**src/rtl/x16_pkg.sv**
```systemverilog
// Shared definitions for the X16 memory arbiter and address translator:
// CPU region limits, physical region prefixes and the arbiter state encoding.
package x16_pkg;

    localparam int PHYS_W = 22;

    localparam logic [15:0] LOW_RAM_BASE = 16'h0002;
    localparam logic [15:0] LOW_RAM_END  = 16'h9EFF;
    localparam logic [15:0] IO_BASE      = 16'h9F00;
    localparam logic [15:0] HI_RAM_BASE  = 16'hA000;
    localparam logic [15:0] ROM_BASE     = 16'hC000;

    localparam logic [5:0] LOW_PREFIX = 6'b000000;
    localparam logic [1:0] HI_PREFIX  = 2'b01;
    localparam logic [1:0] ROM_PREFIX = 2'b10;

    typedef enum logic [1:0] {
        REGION_NONE,
        REGION_LOW,
        REGION_HI,
        REGION_ROM
    } region_t;

    typedef enum logic [1:0] {
        ST_IDLE,
        ST_CPU,
        ST_LDR
    } arb_state_t;

endpackage

```
**src/rtl/x16_addr_xlate.sv**
```systemverilog
// Combinational CPU region decode and physical address build through the
// ram_bank / rom_bank registers; also used by the debugger.
module x16_addr_xlate
    import x16_pkg::*;
#(
    parameter int MEM_AW        = 22,
    parameter int PHYS_HI_BANKS = 128
) (
    input  logic [15:0]       addr,
    input  logic              we,
    input  logic [7:0]        ram_bank,
    input  logic [7:0]        rom_bank,
    output logic [MEM_AW-1:0] phys_addr,
    output logic              mem_access,
    output logic              bad_read
);

    region_t           region;
    logic [PHYS_W-1:0] phys;
    logic              hi_ok;
    logic              unused_bits;

    always_comb begin
        region = REGION_NONE;
        if (addr >= ROM_BASE)
            region = REGION_ROM;
        else if (addr >= HI_RAM_BASE)
            region = REGION_HI;
        else if (addr >= IO_BASE)
            region = REGION_NONE;
        else if (addr >= LOW_RAM_BASE && addr <= LOW_RAM_END)
            region = REGION_LOW;
    end

    always_comb begin
        phys = '0;
        case (region)
            REGION_LOW: phys = {LOW_PREFIX, addr};
            REGION_HI:  phys = {HI_PREFIX, ram_bank[6:0], addr[12:0]};
            REGION_ROM: phys = {ROM_PREFIX, rom_bank[5:0], addr[13:0]};
            default:    phys = '0;
        endcase
    end

    // The full 8-bit bank register is compared so bank 0x80+ never aliases.
    assign hi_ok = (32'(ram_bank) < PHYS_HI_BANKS);

    assign phys_addr  = MEM_AW'(phys);
    assign mem_access = (region == REGION_LOW)
                      || (region == REGION_HI && hi_ok)
                      || (region == REGION_ROM && !we);
    assign bad_read   = (region == REGION_HI) && !hi_ok && !we;

    assign unused_bits = ^rom_bank[7:6];

endmodule

```
**src/rtl/x16_mem_arbiter.sv**
```systemverilog
// Arbitrates the external memory port between the 65C02 bus and the image
// loader. The loader path exists only when X16_LOADER_EN is defined.
module x16_mem_arbiter
    import x16_pkg::*;
#(
    parameter int MEM_AW        = 22,
    parameter int PHYS_HI_BANKS = 128
) (
    input  logic              clock,
    input  logic              reset_n,
    input  logic              cpu_strobe,
    input  logic [15:0]       cpu_addr,
    input  logic              cpu_we,
    input  logic [7:0]        cpu_dout,
    input  logic [7:0]        ram_bank,
    input  logic [7:0]        rom_bank,
    output logic              cpu_rdy,
    output logic [7:0]        cpu_rdata,
    input  logic              ldr_req,
    input  logic [MEM_AW-1:0] ldr_addr,
    input  logic [7:0]        ldr_data,
    output logic              ldr_ack,
    output logic              mem_req,
    output logic              mem_we,
    output logic [MEM_AW-1:0] mem_addr,
    output logic [7:0]        mem_wdata,
    input  logic [7:0]        mem_rdata,
    input  logic              mem_ack
);

    arb_state_t        state;
    arb_state_t        state_next;
    logic              cpu_pending;
    logic [15:0]       addr_q;
    logic              we_q;
    logic [7:0]        dout_q;
    logic              accept;
    logic [15:0]       xl_addr;
    logic              xl_we;
    logic [MEM_AW-1:0] phys_addr;
    logic              mem_access;
    logic              bad_read;
    logic              cpu_done;

    assign accept  = cpu_strobe && !cpu_pending;
    // During the strobe cycle decode the live bus; afterwards the latched one.
    assign xl_addr = accept ? cpu_addr : addr_q;
    assign xl_we   = accept ? cpu_we   : we_q;

    x16_addr_xlate #(
        .MEM_AW        (MEM_AW),
        .PHYS_HI_BANKS (PHYS_HI_BANKS)
    ) u_xlate (
        .addr       (xl_addr),
        .we         (xl_we),
        .ram_bank   (ram_bank),
        .rom_bank   (rom_bank),
        .phys_addr  (phys_addr),
        .mem_access (mem_access),
        .bad_read   (bad_read)
    );

    assign cpu_rdy  = !cpu_pending && !(cpu_strobe && (mem_access || bad_read));
    assign cpu_done = (state == ST_CPU) && mem_ack;

    always_ff @(posedge clock or negedge reset_n) begin
        if (!reset_n) begin
            state       <= ST_IDLE;
            cpu_pending <= 1'b0;
            cpu_rdata   <= 8'h00;
        end else begin
            state <= state_next;
            if (accept && mem_access)
                cpu_pending <= 1'b1;
            else if (cpu_done)
                cpu_pending <= 1'b0;
            // Out-of-range hi-RAM reads finish after the strobe-cycle stall.
            if (accept && bad_read)
                cpu_rdata <= 8'hFF;
            else if (cpu_done && !we_q)
                cpu_rdata <= mem_rdata;
        end
    end

    always_ff @(posedge clock) begin
        if (accept && mem_access) begin
            addr_q <= cpu_addr;
            we_q   <= cpu_we;
            dout_q <= cpu_dout;
        end
    end

    always_comb begin
        state_next = state;
        case (state)
            ST_IDLE: begin
`ifdef X16_LOADER_EN
                if (ldr_req)
                    state_next = ST_LDR;
                else
`endif
                if (cpu_pending || (accept && mem_access))
                    state_next = ST_CPU;
            end
            ST_CPU: begin
                if (mem_ack)
                    state_next = ST_IDLE;
            end
`ifdef X16_LOADER_EN
            ST_LDR: begin
                if (mem_ack)
                    state_next = ST_IDLE;
            end
`endif
            default: state_next = ST_IDLE;
        endcase
    end

    always_comb begin
        mem_req   = 1'b0;
        mem_we    = 1'b0;
        mem_addr  = '0;
        mem_wdata = 8'h00;
        ldr_ack   = 1'b0;
        case (state)
            ST_CPU: begin
                mem_req   = 1'b1;
                mem_we    = we_q;
                mem_addr  = phys_addr;
                mem_wdata = dout_q;
            end
`ifdef X16_LOADER_EN
            ST_LDR: begin
                mem_req   = 1'b1;
                mem_we    = 1'b1;
                mem_addr  = ldr_addr;
                mem_wdata = ldr_data;
                ldr_ack   = mem_ack;
            end
`endif
            default: begin
                mem_req = 1'b0;
            end
        endcase
    end

`ifndef X16_LOADER_EN
    logic unused_ldr;
    assign unused_ldr = ^{ldr_req, ldr_addr, ldr_data};
`endif

endmodule
```
**config.mk**
```make
export PLATFORM = sky130hd
export DESIGN_NAME = x16_mem_arbiter
export DESIGN_NICKNAME = d
export VERILOG_FILES = /design/src/rtl/x16_pkg.sv /design/src/rtl/x16_addr_xlate.sv /design/src/rtl/x16_mem_arbiter.sv
export SDC_FILE = /design/constraint.sdc
export NUM_CORES = 1
export LEC_CHECK = 0
export BUFFER_PORTS_ARGS = -buffer_cell sky130_fd_sc_hd__buf_2
export CAP_MARGIN = 0
export CORE_MARGIN = 10
export CORE_UTILIZATION = 48
export CTS_BUF_LIST = sky130_fd_sc_hd__clkbuf_2
export DETAILED_ROUTE_END_ITERATION = 8
export PLACE_DENSITY = 0.88
export SYNTH_ARGS = -nofsm -noshare
export SYNTH_HDL_FRONTEND = slang
export SYNTH_HIERARCHICAL = 1
export SYNTH_SLANG_ARGS = --single-unit
```
**constraint.sdc**
```tcl
create_clock -name clock -period 9.4 [get_ports clock]
set_input_delay 0.47 -clock clock [delete_from_list [all_inputs] [get_ports clock]]
set_output_delay 0.47 -clock clock [all_outputs]
set_load 0.01 [all_outputs]
```
# Word-level counts from Yosys, hierarchy flattened

Cells that the tools add are included.

Register bits after elaboration: 36
Input bits: 84
Output and inout port bits: 42
Word-level logic and storage cells: 61

$lt $le $gt $ge: 6
Eq/ne operators: 6
Mux-type cells: 18
Reductions and logical operators: 25

Operators with widths:

| cell                   | count |
|---|---|
| $pmux W22 S3           | 1 |
| $ge A16 B16 Y1 const B | 3 |
| $mux W8                | 3 |
| $mux W22               | 1 |
| $ge A16 B2 Y1 const B  | 1 |
| $le A16 B16 Y1 const B | 1 |
| $mux W16               | 1 |
| $logic_and A1 B1 Y1    | 12 |
| $mux W2                | 5 |
| $lt A8 B8 Y1 const B   | 1 |
| $mux W1                | 6 |
| $logic_not A1 Y1       | 5 |
| $eq A2 B1 Y1 const B   | 2 |
| $eq A2 B2 Y1 const B   | 2 |
| $logic_or A1 B1 Y1     | 4 |
| $ne A2 B2 Y1 const B   | 2 |
| $pmux W2 S2            | 1 |
| $reduce_bool A2 Y1     | 2 |
| $logic_not A2 Y1       | 1 |
| $reduce_and A2 Y1      | 1 |

# Depth between registers and ports, before layout

Gate-level depths: netlist (run 1).

Depth in word-level cells: 17
Mapped depth: 11
Depth with buffers taken out: 8

# Modules after synthesis

Netlist (run 1), hierarchy kept.

Modules (own cells, without submodules):

| module          | times used | cells an instance | area each (um^2) | sequential area each (um^2) |
|---|---|---|---|---|
| x16_mem_arbiter | 1          | 128               | 1699.1           | 1001.0 |
| x16_addr_xlate  | 1          | 55                | 400.4            | 0.0 |

# Worst setup path after synthesis (run 1)

OpenSTA, ideal clock, no wires.

Path type: flip-flop to flip-flop
From: register cpu_pending
To: register addr_q[0] (enable)
Setup time: 407 ps
Data arrival time: 3003 ps
Required time: 8993 ps
Path slack: 5990 ps
Cell stages (with the launch flop): 12
Buffers on the path: 3
Clock period less this slack: 3410 ps
Path through: dfrtp_1 > nand2b_1 > buf_6 > buf_12 > mux2_4 > nor3_1 > and4_4 > buf_6 > nor3_1 > a2bb2oi_1 > inv_1 > nor2_1

Longest elaborated chain between the ends: 14
Elaborated cells on any way between the ends: 23
Those cells by class: order compare: 5; eq/ne: 3; mux: 6; reduce/logical: 9

RTL lines:

| what                                            | RTL line              | RTL |
|---|---|---|
| start: declaration                              | x16_mem_arbiter.sv:33 | `logic cpu_pending;` |
| start signal: assignment                        | x16_mem_arbiter.sv:69 | `cpu_pending <= 1'b0;` |
| start signal: assignment                        | x16_mem_arbiter.sv:74 | `cpu_pending <= 1'b1;` |
| start signal: assignment                        | x16_mem_arbiter.sv:76 | `cpu_pending <= 1'b0;` |
| $logic_not A1 Y1 (*)                            | x16_mem_arbiter.sv:45 | `assign accept = cpu_strobe && !cpu_pending;` |
| $logic_and A1 B1 Y1 (*)                         | x16_mem_arbiter.sv:45 |  |
| $mux W16 (*)                                    | x16_mem_arbiter.sv:47 | `assign xl_addr = accept ? cpu_addr : addr_q;` |
| via xl_addr[13]                                 | x16_mem_arbiter.sv:38 | `logic [15:0] xl_addr;` |
| $ge A16 B2 Y1 or $le A16 B16 Y1 (tied branches) | x16_addr_xlate.sv:31  | `else if (addr >= LOW_RAM_BASE && addr <= LOW_RAM_END)` |
| $logic_and A1 B1 Y1                             | x16_addr_xlate.sv:31  |  |
| $mux W1                                         | x16_addr_xlate.sv:31  |  |
| $mux W2                                         | x16_addr_xlate.sv:29  | `else if (addr >= IO_BASE)` |
| $mux W2                                         | x16_addr_xlate.sv:27  | `else if (addr >= HI_RAM_BASE)` |
| $mux W2 (*)                                     | x16_addr_xlate.sv:25  | `if (addr >= ROM_BASE)` |
| $eq A2 B2 Y1                                    | x16_addr_xlate.sv:50  | `\|\| (region == REGION_HI && hi_ok)` |
| $logic_and A1 B1 Y1                             | x16_addr_xlate.sv:50  |  |
| $logic_or A1 B1 Y1                              | x16_addr_xlate.sv:50  |  |
| $logic_or A1 B1 Y1 (*)                          | x16_addr_xlate.sv:51  | `\|\| (region == REGION_ROM && !we);` |
| via mem_access                                  | x16_mem_arbiter.sv:41 | `logic mem_access;` |
| $logic_and A1 B1 Y1 (*)                         | x16_mem_arbiter.sv:86 | `if (accept && mem_access) begin` |
| end signal: assignment                          | x16_mem_arbiter.sv:87 | `addr_q <= cpu_addr;` |
| end: declaration                                | x16_mem_arbiter.sv:34 | `logic [15:0] addr_q;` |

Mark *: on every way through the listed nets, which the timed path passes. The rest lies on a longest branch.
A chain may end at the register's enable or synchronous reset.

# Worst setup path in the final report (run 1)

From: register cpu_pending
To: output mem_addr[11]

Longest elaborated chain between the ends: 12
Elaborated cells on any way between the ends: 18
Those cells by class: order compare: 5; eq/ne: 3; mux: 7; reduce/logical: 3

RTL lines:

| what                                            | RTL line               | RTL |
|---|---|---|
| $logic_not A1 Y1 (*)                            | x16_mem_arbiter.sv:45  |  |
| $logic_and A1 B1 Y1 (*)                         | x16_mem_arbiter.sv:45  |  |
| $mux W16 (*)                                    | x16_mem_arbiter.sv:47  |  |
| via xl_addr[14]                                 | x16_mem_arbiter.sv:38  |  |
| $ge A16 B2 Y1 or $le A16 B16 Y1 (tied branches) | x16_addr_xlate.sv:31   |  |
| $logic_and A1 B1 Y1                             | x16_addr_xlate.sv:31   |  |
| $mux W1                                         | x16_addr_xlate.sv:31   |  |
| $mux W2                                         | x16_addr_xlate.sv:29   |  |
| $mux W2                                         | x16_addr_xlate.sv:27   |  |
| $mux W2 (*)                                     | x16_addr_xlate.sv:25   |  |
| $eq A2 B2 Y1 or $eq A2 B1 Y1 (tied branches)    | x16_addr_xlate.sv:37   | `case (region)` |
| $pmux W22 S3 (*)                                | x16_addr_xlate.sv:37   |  |
| via phys_addr[11]                               | x16_mem_arbiter.sv:40  | `logic [MEM_AW-1:0] phys_addr;` |
| $mux W22 (*)                                    | x16_mem_arbiter.sv:125 | `case (state)` |
| end: declaration                                | x16_mem_arbiter.sv:25  | `output logic [MEM_AW-1:0] mem_addr,` |

Marked as above.

==> results of run 1 <==
what timing repair did:
| action | 4_1_cts | 5_1_grt |
|---|---|---|
| hold buffers | 1 | 0 |
| hold endpoints to repair | 10 | 0 |
| buffers inserted | 0 | 0 |
area by class of cell:
| class | instances | area, um^2 | area share |
|---|---|---|---|
| clock inverter | 2 | 8.758 | 0.003385 |
| tap | 50 | 62.56 | 0.02418 |
| inverter | 11 | 41.29 | 0.01596 |
| clock buffer | 6 | 30.03 | 0.01161 |
| sequential | 35 | 1001 | 0.3868 |
| multi-input combinational | 125 | 970.9 | 0.3752 |
| timing repair buffer | 93 | 473.0 | 0.1828 |
where the power goes:
| group | switching, mW | internal, mW |
|---|---|---|
| Combinational | 0.158 | 0.151 |
| Sequential | 0.0294 | 0.213 |
| Clock | 0.0471 | 0.0183 |
| Total | 0.235 | 0.383 |
cell usage in the layout (no fill, tap or decap), types with 2 or more instances in the layout:
master,n
inv_1,11
nand2_1,7
nand2b_1,10
mux2_4,8
nor3_1,2
mux2_2,9
nor2b_1,9
and2_1,32
clkbuf_2,6
nor4_1,3
nor2b_2,4
nor2_2,2
a21oi_2,6
o21ai_0,3
buf_2,91
o221ai_1,8
o31ai_1,6
dfrtp_1,10
edfxtp_1,25
worst register-to-register path, stage by stage (launching register included):
cell	delay [ns]
dfrtp_1	0.43
nand2b_1	0.83
mux2_2	0.49
nand2b_1	0.19
nor2_2	0.13
nor3_1	0.29
a2bb2oi_1	0.35
inv_1	0.12
nor2_2	0.14
buf_4	0.34
metrics by stage:
stage               setup WS (ns)  std cells  total power, mW
floorplan                   5.990        183           0.4579
global placement            5.733        313           0.5541
detailed placement          5.682        313           0.5613
CTS                         5.389        322           0.6290
global route                5.129        322           0.6706
finish                      5.457        322           0.6175
sequential cells by signal, summed over array words and instances (netlist names):
register     count
dout_q           8
addr_q          16
we_q             1
cpu_rdata        8
state            1
cpu_pending      1
worst max-delay path by stage:
stage | from | cells past startpoint | to
finish | cpu_pending$_DFFE_PN0P_ | 8 | mem_addr[11]
global route | cpu_pending$_DFFE_PN0P_ | 9 | cpu_rdy
CTS | cpu_pending$_DFFE_PN0P_ | 8 | mem_addr[6]
detailed placement | cpu_strobe | 10 | addr_q[5]$_DFFE_PP_
global placement | cpu_strobe | 9 | mem_addr[1]
floorplan | cpu_pending$_DFFE_PN0P_ | 11 | addr_q[0]$_DFFE_PP_
layer usage:
| metal | track usage | part of all wire | wire, um |
|---|---|---|---|
| met5 | 0 | 0 | 0 |
| met4 | 0.04042 | 0.012 | 60 |
| met3 | 0.05676 | 0.098 | 498 |
| met2 | 0.2366 | 0.49 | 2511 |
| met1 | 0.1460 | 0.40 | 2021 |
cells by family (layout without fill, tap and decap cells):
logic type	after synthesis	after routing	share of synthesized area
buffers and inverters	23	112	0.06198
AND/OR/NAND/NOR	76	76	0.2330
multiplexers	17	17	0.1055
flip-flops	35	35	0.4768
other	1	1	0.001786
AO/OA/AOI/OAI	31	31	0.1210
==> metrics.md, run 1 <==
| Metric | Value |
|---|---|
| Top-Level Pins | 126 |
| WL/cell | 15.81 um |
| WHS | 0.2766 ns |
| Tcrit/Tclk final | 0.4195 |
| Area growth syn-to-layout | 23.24% |
| PortBufs | 91 |
| Number of flops mapped to enable cells by yosys | 25 |
| Hold Path Stages | 1 |
| DP HPWL | 3.999 mm |
| Outcome | completed |
| FF-to-FF Start | cpu_pending$_DFFE_PN0P_ |
| Final worst path period need | 3.943 ns |
| Reg2reg path depth | 9 |
| R2R setup slack | 5.78 ns |
| Placed inst area | between 2000 and 3000 um^2 |
| DRC Markers | 0 |
| Async SR Flop Fraction | 0.2857 |
| Clock-pin slew of the registers on the worst-case setup and hold paths | 0.17 ns |
| Nature of the critical path startpoint | flip-flop |
| Die area | between 7000 and 8000 um^2 |
| Drt pass-1 iters | 4 |
| Vias in the first global route | between 1500 and 2000 |
| Post-synthesis cell type count | 38 |
| # Max-Cap Violations | 0 |
| Max-slew violations | 0 |
| Critical path's most frequent cell | nand2b_1 |
| Hold_sp | cpu_dout[4] |
| Worst setup EP type | primary output |
| GR Overflow Total | 0 |
| # rows | 23 |
| YS warnings | 6 |
| First-pass GRT wire length | 8.369 mm |
| Crit Path Max Fanout | 19 |
| Clk_lat worst skew | 0.35 ns |
| TNS Setup | 0 ns |
| Sequential area share after synthesis | 0.4768 |
| Ant diodes | 0 |
| Cell Area, Synth | around 2100 um^2 |
| Final ANT Viol Nets | 0 |
| Vias | ~1600 |
| H-tree Lvls | 2 |
| Post-synth top area share | 0.3576 |
| Synth Net Count | 267 |
| Chip height | 86.14 um |
| Final GP Congestion | about 0.77 |
| Clock Skew | approximately 0.011 ns |
| Clock sinks | 35 |
| Power density cells | 238.7 nW/um^2 |
| Final wirelength | 5.092 mm |
| Post_cts resized | 0 |
| Least-Margin Pin Slew | roughly 1.1 ns |
| Fin util | 0.6288 |
| Gate Count Post-Synth | 183 |
| Count leader, synth | and2_1 |
| Pin count of the biggest net entering global routing | 37 |
| Vias per cell | 5.084 |
| Num CTS Buffers | 5 |
| Core area | just over 4000 um^2 |
| Fillers | between 300 and 400 |
| Total GRT Usage | 0.1359 |
| Final Setup Violations | 0 |
| Largest delay contributor family on the critical path | simple AND/OR/NAND/NOR gates |
| Cell taking the most area after synthesis | edfxtp_1 |
| Slowest Stage Delay on Critical Path | 0.83 ns |
| FF-to-FF End | dout_q[5]$_DFFE_PP_ |
| Worst EP arrival | about 3.5 ns |
| Worst hold endpoint | dout_q[4]$_DFFE_PP_ |
| Slowest-stage cell, CP | nand2b_1 |
| DR iter-0 viols | 76 |
| Avg Synthesized Cell Area | 11.47 um^2 |
| Required time worst endpoint | just under 9 ns |
| Worst path bufs/invs | 1 |
| Critical path, cell by cell | nand2b_1, mux2_4, nand2b_1, nor4b_4, o31a_4, nor2b_1, and2_1, buf_2 |
| Leakage power | 1.215 nW |
| CTS tree | done |
| Final Cell Area | 2587 um^2 |
| Max IR drop VDD | between 0.1 and 0.15 mV |
| Layout net count | 355 |
| Share of cells above drive strength 1 | 0.4816 |
| Clock Path Buffers | 2 |
| Initial antenna violation count | 0 |
| Die W | 86.14 um |
| Most instantiated cells after synthesis | 32 x and2_1, 25 x edfxtp_1, 11 x inv_1 |
| Crit path kind | flip-flop to primary output |
| Starting density of the core | 0.5102 |
| CTS Root Cell | clkbuf_2 |
| Worst min-delay path class | input port to flip-flop |
| RSZ-0062 raised after global routing | no |
| Synth top area cells | edfxtp_1 36%, dfrtp_1 12%, and2_1 9.5%, mux2_4 5.7%, mux2_2 4.8% |
| #FFs+latches synth | 35 |
| Synth Flop Type | edfxtp_1 |
| Fmax | 253.6 MHz |
| Relative slew slack | 0.2949 |
| Fin. Hold Viols | 0 |
Note: power is estimated with default switching activity, not from simulation.
==> run 2, diff against run 1 <==
Settings changed: ABC_AREA set to 1, CORE_UTILIZATION 48 to 46, PLACE_DENSITY 0.88 to 0.83.
Clock period 9.4 ns to 3.8 ns, I/O delays scaled along.
==> metrics.md, run 2 <==
| Metric | Value |
|---|---|
| Outcome | completed (unchanged) |
| Crit Path Max Fanout | 21 (was 19) |
| TNS Setup | 0 ns (unchanged) |
| Fmax | between 300 and 400 MHz |
| DP HPWL | 4.447 mm (was 3.999 mm) |
| Met1 Resource Use GR | 0.1758 (was 0.1460) |
| Tcrit/Tclk final | 0.8383 |
| Num CTS Buffers | 5 (unchanged) |
| #FFs+latches synth | 35 (unchanged) |
| Post-synth top area share | 0.3419 (was 0.3576) |
| Worst setup EP type | primary output (unchanged) |
| Synth Net Count | 393 (was 267) |
| Synth Flop Type | edfxtp_1 (unchanged) |
| Vias in the first global route | 2333 (was 1787) |
| DRC Markers | 0 (unchanged) |
| Most Crowded Layer GR | met2 (unchanged) |
| Synth top area cells | edfxtp_1 34%, nand2_1 23%, dfrtp_1 11%, inv_1 8.4%, nand3_1 5.7% (was edfxtp_1 36%, dfrtp_1 12%, and2_1 9.5%, mux2_4 5.7%, mux2_2 4.8%) |
| Most instantiated cells after synthesis | 136 x nand2_1, 49 x inv_1, 25 x edfxtp_1, 25 x nand3_1, 16 x nor2_1 (was 32 x and2_1, 25 x edfxtp_1, 11 x inv_1) |
| Die area | 7937 um^2 (was 7419 um^2) |
| Clock-pin slew of the registers on the worst-case setup and hold paths | 0.18 ns (was 0.17 ns) |
| Multi-input gate area | 904.6 um^2 (was 970.9 um^2) |
| Die W | 89.09 um (was 86.14 um) |
| Post_cts resized | 0 (unchanged) |
| Vias | 2264 (was 1637) |
| # Max-Cap Violations | 0 (unchanged) |
| PortBufs | 91 (unchanged) |
| WL/cell | 12.97 um (was 15.81 um) |
| Commonest non-fill, non-tap cells in the layout | 136 x nand2_1, 91 x buf_2, 49 x inv_1 (was 91 x buf_2, 32 x and2_1, 25 x edfxtp_1) |
| Final wirelength | 6.198 mm (was 5.092 mm) |
| Total GRT Usage | 0.1618 (was 0.1359) |
| P_sw | 0.8411 mW (was 0.2349 mW) |
| H-tree Lvls | 2 (unchanged) |
| CTS tree | done (unchanged) |
| First-pass GRT wire length | 10.40 mm (was 8.369 mm) |
| Max IR drop VDD | 0.4693 mV (was 0.1140 mV) |
| Required time worst endpoint | 3.61 ns (was 8.93 ns) |
| Pin count of the biggest net entering global routing | 36 (was 37) |
| Reg with most FFs | addr_q (unchanged) |
| Drt pass-1 iters | 4 (unchanged) |
| Post-CTS Setup Bufs | 0 (unchanged) |
| Power density cells | 604.0 nW/um^2 (was 238.7 nW/um^2) |
| Share of cells above drive strength 1 | 0.2594 (was 0.4816) |
| Clock sinks | 35 (unchanged) |
| Combinational group share of total power | 0.550 (was 0.501) |
| Layout net count | 507 (was 355) |
| Clk_lat worst skew | 0.39 ns (was 0.35 ns) |
| Initial antenna violation count | 0 (unchanged) |
| Nature of the critical path startpoint | flip-flop (unchanged) |
| Fin. Hold Viols | 0 (unchanged) |
| Leakage power | 1.787 nW (was 1.215 nW) |
| Clock Skew | 0.03049 ns (was 0.01057 ns) |
| Max-slew violations | 0 (unchanged) |
| Chip height | 89.09 um (was 86.14 um) |
| Total internal power | 0.9507 mW (was 0.3826 mW) |
| Fillers | 394 (was 363) |
| Relative slew slack | 0.2776 (was 0.2949) |
| Vias per cell | 4.736 (was 5.084) |
| Worst min-delay path class | input port to flip-flop (unchanged) |
| GR Overflow Total | 0 (unchanged) |
| Final GP Congestion | 0.8473 (was 0.7696) |
| CTS Root Cell | clkbuf_2 (unchanged) |
| Final worst path period need | 3.186 ns |
| DR iter-0 viols | 192 (was 76) |
| Register Area | 1001 um^2 (unchanged) |
| Clock network fraction of design power | 0.099 (was 0.106) |
| Ant diodes | 0 (unchanged) |
| Cell taking the most area after synthesis | edfxtp_1 (unchanged) |
| Core area | 4661 um^2 (was 4115 um^2) |
| Starting density of the core | 0.4711 (was 0.5102) |
| Global routing met2 resource utilization | 0.2766 (was 0.2366) |
| RSZ-0062 raised after global routing | no (unchanged) |
| Count leader, synth | nand2_1 (was and2_1) |
| Avg Synthesized Cell Area | 7.106 um^2 (was 11.47 um^2) |
| Crit path kind | flip-flop to primary output (unchanged) |
| Clock Path Buffers | 2 (unchanged) |
| Number of flops mapped to enable cells by yosys | 25 (unchanged) |
| Top-Level Pins | 126 (unchanged) |
| Sequential area share after synthesis | 0.4558 (was 0.4768) |
| Cell Area, Synth | 2196 um^2 (was 2100 um^2) |
| Gate Count Post-Synth | 309 (was 183) |
| # rows | 25 (was 23) |
| Worst EP arrival | 3.00 ns (was 3.47 ns) |
| R2R setup slack | 0.76 ns (was 5.78 ns) |
| Area growth syn-to-layout | 35.10% (was 23.24%) |
| YS warnings | 6 (unchanged) |
| Top Registers | addr_q x16, cpu_rdata x8, dout_q x8 (unchanged) |
| Seq pwr share | 0.351 (was 0.393) |
| Post-synthesis cell type count | 23 (was 38) |
| Least-Margin Pin Slew | 1.084 ns (was 1.058 ns) |
| Final Setup Violations | 0 (unchanged) |
| Final ANT Viol Nets | 0 (unchanged) |
| Async SR Flop Fraction | 0.2857 (unchanged) |
| Most common cell after layout, fill and taps aside | nand2_1 (was buf_2) |
| Total chip power | 1.792 mW (was 0.6175 mW) |
| Max FFs per register | 16 (unchanged) |
| Met3 Usage GRT | 0.06472 (was 0.05676) |
| Sw Share | 0.4694 (was 0.3804) |
run 2: changes by cell type after synthesis, sizes merged, moves of 10 or more:
cell,change
and2,-32
nand2b,-10
nor2,+14
inv,+39
nand3,+28
o21ai,+12
nor2b,-13
nand2,+132
mux2,-17
run 2: layout make-up:
cell class                 count  share of cell area
timing repair buffer         122              0.2564
clock buffer                   5            0.008435
tap                           54             0.02278
multi-input combinational    209              0.3049
clock inverter                 3            0.006748
inverter                      50             0.06326
sequential                    35              0.3374
run 2: layer usage:
layer / share of wire / wire, um / up-vias
met5: 0 / 0 / -
met4: 0.016 / 97 / 0
met3: 0.10 / 636 / 10
met2: 0.49 / 3019 / 79
met1: 0.39 / 2445 / 1001
li1: - / - / 1174
run 2: power by group through the flow:
| stage | clock network [mW] | logic, mW | registers, mW |
|---|---|---|---|
| after floorplan | 0 | 0.680 | 0.602 |
| after global placement | 0 | 0.943 | 0.630 |
| after detailed placement | 0 | 0.968 | 0.637 |
| after CTS | 0.183 | 0.993 | 0.629 |
| after global routing | 0.198 | 1.14 | 0.647 |
| final | 0.178 | 0.985 | 0.629 |
run 2: per-stage QoR:
step	instances	area (um^2)	worst slack, ns	util	hold slack, ns
2_1_floorplan	309	2196	1.277	-	-0.1056
3_3_place_gp	441	2631	0.8174	0.5646	0.05427
3_5_place_dp	441	2631	0.7399	0.5646	0.05593
4_1_cts	478	2967	0.5277	0.6365	0.05428
5_1_grt	478	2967	0.1527	0.6365	0.07566
6_report	478	2967	0.6144	0.6365	0.08303
run 2: worst paths after layout:
kind / end / depth (start not counted) / start
worst min register to register: cpu_rdata[0]$_DFFE_PN0P_ / 2 / cpu_rdata[0]$_DFFE_PN0P_
worst min-delay path: cpu_rdata[2]$_DFFE_PN0P_ / 5 / mem_rdata[2]
worst max register to register: dout_q[1]$_DFFE_PP_ / 12 / cpu_pending$_DFFE_PN0P_
max in group asynchronous: state[0]$_DFFE_PN0P_ / 2 / reset_n
min in group asynchronous: cpu_rdata[0]$_DFFE_PN0P_ / 2 / reset_n
worst max-delay path: cpu_rdy / 13 / cpu_pending$_DFFE_PN0P_
run 2: critical path, stage by stage, from the launching register on:
cell and delay [ns]:
dfrtp_1 0.45, nor2_2 0.47, inv_2 0.25, nand2_1 0.11
nand2_1 0.12, inv_1 0.12, nand3_2 0.10, inv_1 0.44
nand2_1 0.10, nand3_1 0.14, nor2_1 0.05, nor2_1 0.09
nor2_1 0.04, buf_2 0.14
run 2: logic make-up after synthesis:
logic type             after synthesis  share of synthesized area
DFF                                 35                     0.4558
and+or+nand+nor                    186                     0.3470
AOI/OAI and AO/OA                   22                    0.06325
other                                1                   0.001708
buffers and inverters               65                     0.1322
run 2: timing repair:
item,CTS,global route
endpoints found under the setup margin,0,0
hold buffers,29,0
hold endpoints to repair,38,0
==> run 3, diff against run 2 <==
Settings changed: ABC_AREA 1 to 0, CORE_UTILIZATION 46 to 41, PLACE_DENSITY 0.83 to 0.79.
Clock period 3.8 ns to 2.7 ns, I/O delays scaled along.
==> metrics.md, run 3 (synthesized netlist as in run 1, its figures left out) <==
| Metric | Value |
|---|---|
| Die W | 91.56 um (was 89.09 um) |
| Num CTS Buffers | 5 (unchanged) |
| FF-to-FF End | addr_q[0]$_DFFE_PP_ (was dout_q[1]$_DFFE_PP_) |
| Starting density of the core | 0.4330 (was 0.4711) |
| DR iter-0 viols | 143 (was 192) |
| Clk_lat worst skew | 0.37 ns (was 0.39 ns) |
| Register Area | 1001 um^2 (unchanged) |
| Reg2reg path depth | 10 (was 12) |
| Fin. Hold Viols | 0 (unchanged) |
| Sw Share | 0.3866 (was 0.4694) |
| Max IR drop VDD | 0.4488 mV (was 0.4693 mV) |
| Total internal power | 1.498 mW (was 0.9507 mW) |
| Worst setup EP type | primary output (unchanged) |
| # Max-Cap Violations | 0 (unchanged) |
| Final ANT Viol Nets | 0 (unchanged) |
| CTS Root Cell | clkbuf_2 (unchanged) |
| Critical Path End | mem_addr[14] (was cpu_rdy) |
| Clock Path Buffers | 2 (unchanged) |
| Leakage power | 1.456 nW (was 1.787 nW) |
| Fillers | 381 (was 394) |
| Outcome | finished, violations left (was completed) |
| Crit path from | cpu_pending$_DFFE_PN0P_ (unchanged) |
| RSZ-0062 raised after global routing | yes (was no) |
| # rows | 25 (unchanged) |
| Core area | 4848 um^2 (was 4661 um^2) |
| Commonest non-fill, non-tap cells in the layout | 91 x buf_2, 32 x and2_1, 27 x dlygate4sd3_1 (was 136 x nand2_1, 91 x buf_2, 49 x inv_1) |
| Relative slew slack | 0.4395 (was 0.2776) |
| Worst min-delay path class | input port to flip-flop (unchanged) |
| Failing checks | negative setup slack |
| Vias per cell | 4.911 (was 4.736) |
| Seq pwr share | 0.345 (was 0.351) |
| Clock network fraction of design power | 0.101 (was 0.099) |
| Layout Cells excl Fill | 380 (was 478) |
| Power density cells | 775.4 nW/um^2 (was 604.0 nW/um^2) |
| FF-to-FF Start | cpu_pending$_DFFE_PN0P_ (unchanged) |
| Initial antenna violation count | 0 (unchanged) |
| DRC Markers | 0 (unchanged) |
| Share of cells above drive strength 1 | 0.4952 (was 0.2594) |
| Clock-pin slew of the registers on the worst-case setup and hold paths | 0.19 ns (was 0.18 ns) |
| Most common cell after layout, fill and taps aside | buf_2 (was nand2_1) |
| Slowest Stage Delay on Critical Path | 0.44 ns (was 0.47 ns) |
| Area growth syn-to-layout | 50.06% (was 35.10%) |
| Total chip power | 2.443 mW (was 1.792 mW) |
| WL/cell | 16.47 um (was 12.97 um) |
| Multi-input gate area | 1102 um^2 (was 904.6 um^2) |
| Least-Margin Pin Slew | 0.8408 ns (was 1.084 ns) |
| Placed insts | 335 (was 441) |
| Final worst path period need | ~2.9 ns |
| Crit path setup slack, layout | -0.2005 ns (was 0.6144 ns) |
| Tcrit/Tclk final | 1.074 |
| DP HPWL | 4.174 mm (was 4.447 mm) |
| Total GRT Usage | 0.1444 (was 0.1618) |
| Slowest-stage cell, CP | dfrtp_1 (was nor2_2) |
| Max FFs per register | 16 (unchanged) |
| Final wirelength | 6.258 mm (was 6.198 mm) |
| H-tree Lvls | 2 (unchanged) |
| Max-slew violations | 0 (unchanged) |
| Crit path kind | flip-flop to primary output (unchanged) |
| Clock Skew | 0.01392 ns (was 0.03049 ns) |
| Final Setup Violations | 21 (was 0) |
| Top Registers | addr_q x16, cpu_rdata x8, dout_q x8 (unchanged) |
| Top-Level Pins | 126 (unchanged) |
| Drt pass-1 iters | 4 (unchanged) |
| Vias | 1866 (was 2264) |
| Required time worst endpoint | 2.57 ns (was 3.61 ns) |
| Fmax | roughly 340 MHz |
| First-pass GRT wire length | 10.04 mm (was 10.40 mm) |
| Combinational group share of total power | 0.554 (was 0.550) |
| Vias in the first global route | 1925 (was 2333) |
| Pin count of the biggest net entering global routing | 37 (was 36) |
| Worst EP arrival | 2.77 ns (was 3.00 ns) |
| GR Overflow Total | 0 (unchanged) |
| Chip height | 91.56 um (was 89.09 um) |
| PortBufs | 91 (unchanged) |
| Die area | 8383 um^2 (was 7937 um^2) |
| Final GP Congestion | 0.7424 (was 0.8473) |
| Ant diodes | 0 (unchanged) |
| CTS tree | done (unchanged) |
| TNS Setup | -3.003 ns (was 0 ns) |
| Clock sinks | 35 (unchanged) |
| Reg with most FFs | addr_q (unchanged) |
| P_sw | 0.9445 mW (was 0.8411 mW) |
| Critical path, cell by cell | nand2b_4, buf_12, mux2_4, nor4_4, and4_4, buf_4, o31a_4, a21oi_2, and2_1, buf_2 (was nor2_2, inv_2, nand2_1, nand2_1, inv_1, nand3_2, inv_1, nand2_1, nand3_1, nor2_1, nor2_1, nor2_1, buf_2) |
| R2R setup slack | 0.14 ns (was 0.76 ns) |
| Crit Path Max Fanout | 9 (was 21) |
| Nature of the critical path startpoint | flip-flop (unchanged) |
| Layout net count | 396 (was 507) |
[run 3: final cells by class]
cell class,instances,area share
inverters,11,0.01311
clock inverters,2,0.003971
repair buffers,131,0.2792
multi-input cells,128,0.3499
flip-flops and latches,35,0.3177
well taps,67,0.02661
clock buffers,6,0.009531
[run 3: what timing repair did]
item                                    in CTS  in global routing
hold buffers                                27                  0
resized for setup                           17                  5
pin swaps                                    6                  4
buffers inserted                             2                  3
gates cloned                                 5                  0
hold endpoints to repair                    36                  0
endpoints found under the setup margin      21                 21
[run 3: power groups by stage]
stage               Combinational, mW  Sequential, mW  Clock, mW
global placement                 1.15           0.846          0
CTS                              1.32           0.843      0.253
floorplan                       0.770           0.837          0
global route                     1.47           0.873      0.282
detailed placement               1.17           0.858          0
finish                           1.35           0.843      0.247
[run 3: worst min path at each step]
| stage | startpoint | end | slack (ns) | cells after the start |
|---|---|---|---|---|
| finish | mem_rdata[4] | cpu_rdata[4]$_DFFE_PN0P_ | 0.05 | 3 |
| global route | mem_rdata[6] | cpu_rdata[6]$_DFFE_PN0P_ | 0.01 | 3 |
| CTS | mem_rdata[7] | cpu_rdata[7]$_DFFE_PN0P_ | 0.03 | 3 |
| detailed placement | reset_n | cpu_rdata[5]$_DFFE_PN0P_ | 0.02 | 1 |
| global placement | reset_n | cpu_rdata[5]$_DFFE_PN0P_ | 0.009 | 1 |
| floorplan | reset_n | cpu_pending$_DFFE_PN0P_ | -0.16 | 0 |
[run 3: stage by stage]
step,util,cell area [um^2],worst slack [ns],hold WS (ns)
6_report,0.6498,3151,-0.2005,0.04893
5_1_grt,0.6498,3151,-0.3048,0.01137
4_1_cts,0.6403,3104,-0.1691,0.03167
3_5_place_dp,0.5432,2634,0.09937,0.01564
2_1_floorplan,-,2113,0.01435,-0.1606
3_3_place_gp,0.5432,2634,0.1198,0.008809
[run 3: critical path, delay by kind of cell (launching register included)]
family | cells | cell delay (ns)
and+or+nand+nor | 4 | 0.99
DFF | 1 | 0.44
buffers and inverters | 3 | 0.43
muxes | 1 | 0.33
AOI/OAI and AO/OA | 2 | 0.20
[run 3: metal layers]
layer | vias to the layer above | wire, um | share of wire | global-route usage
met1 | 864 | 2702 | 0.43 | 0.1821
met3 | 8 | 415 | 0.066 | 0.03786
met5 | - | 0 | 0 | 0
met2 | 73 | 3033 | 0.48 | 0.2299
li1 | 921 | - | - | -
met4 | 0 | 106 | 0.017 | 0.05483
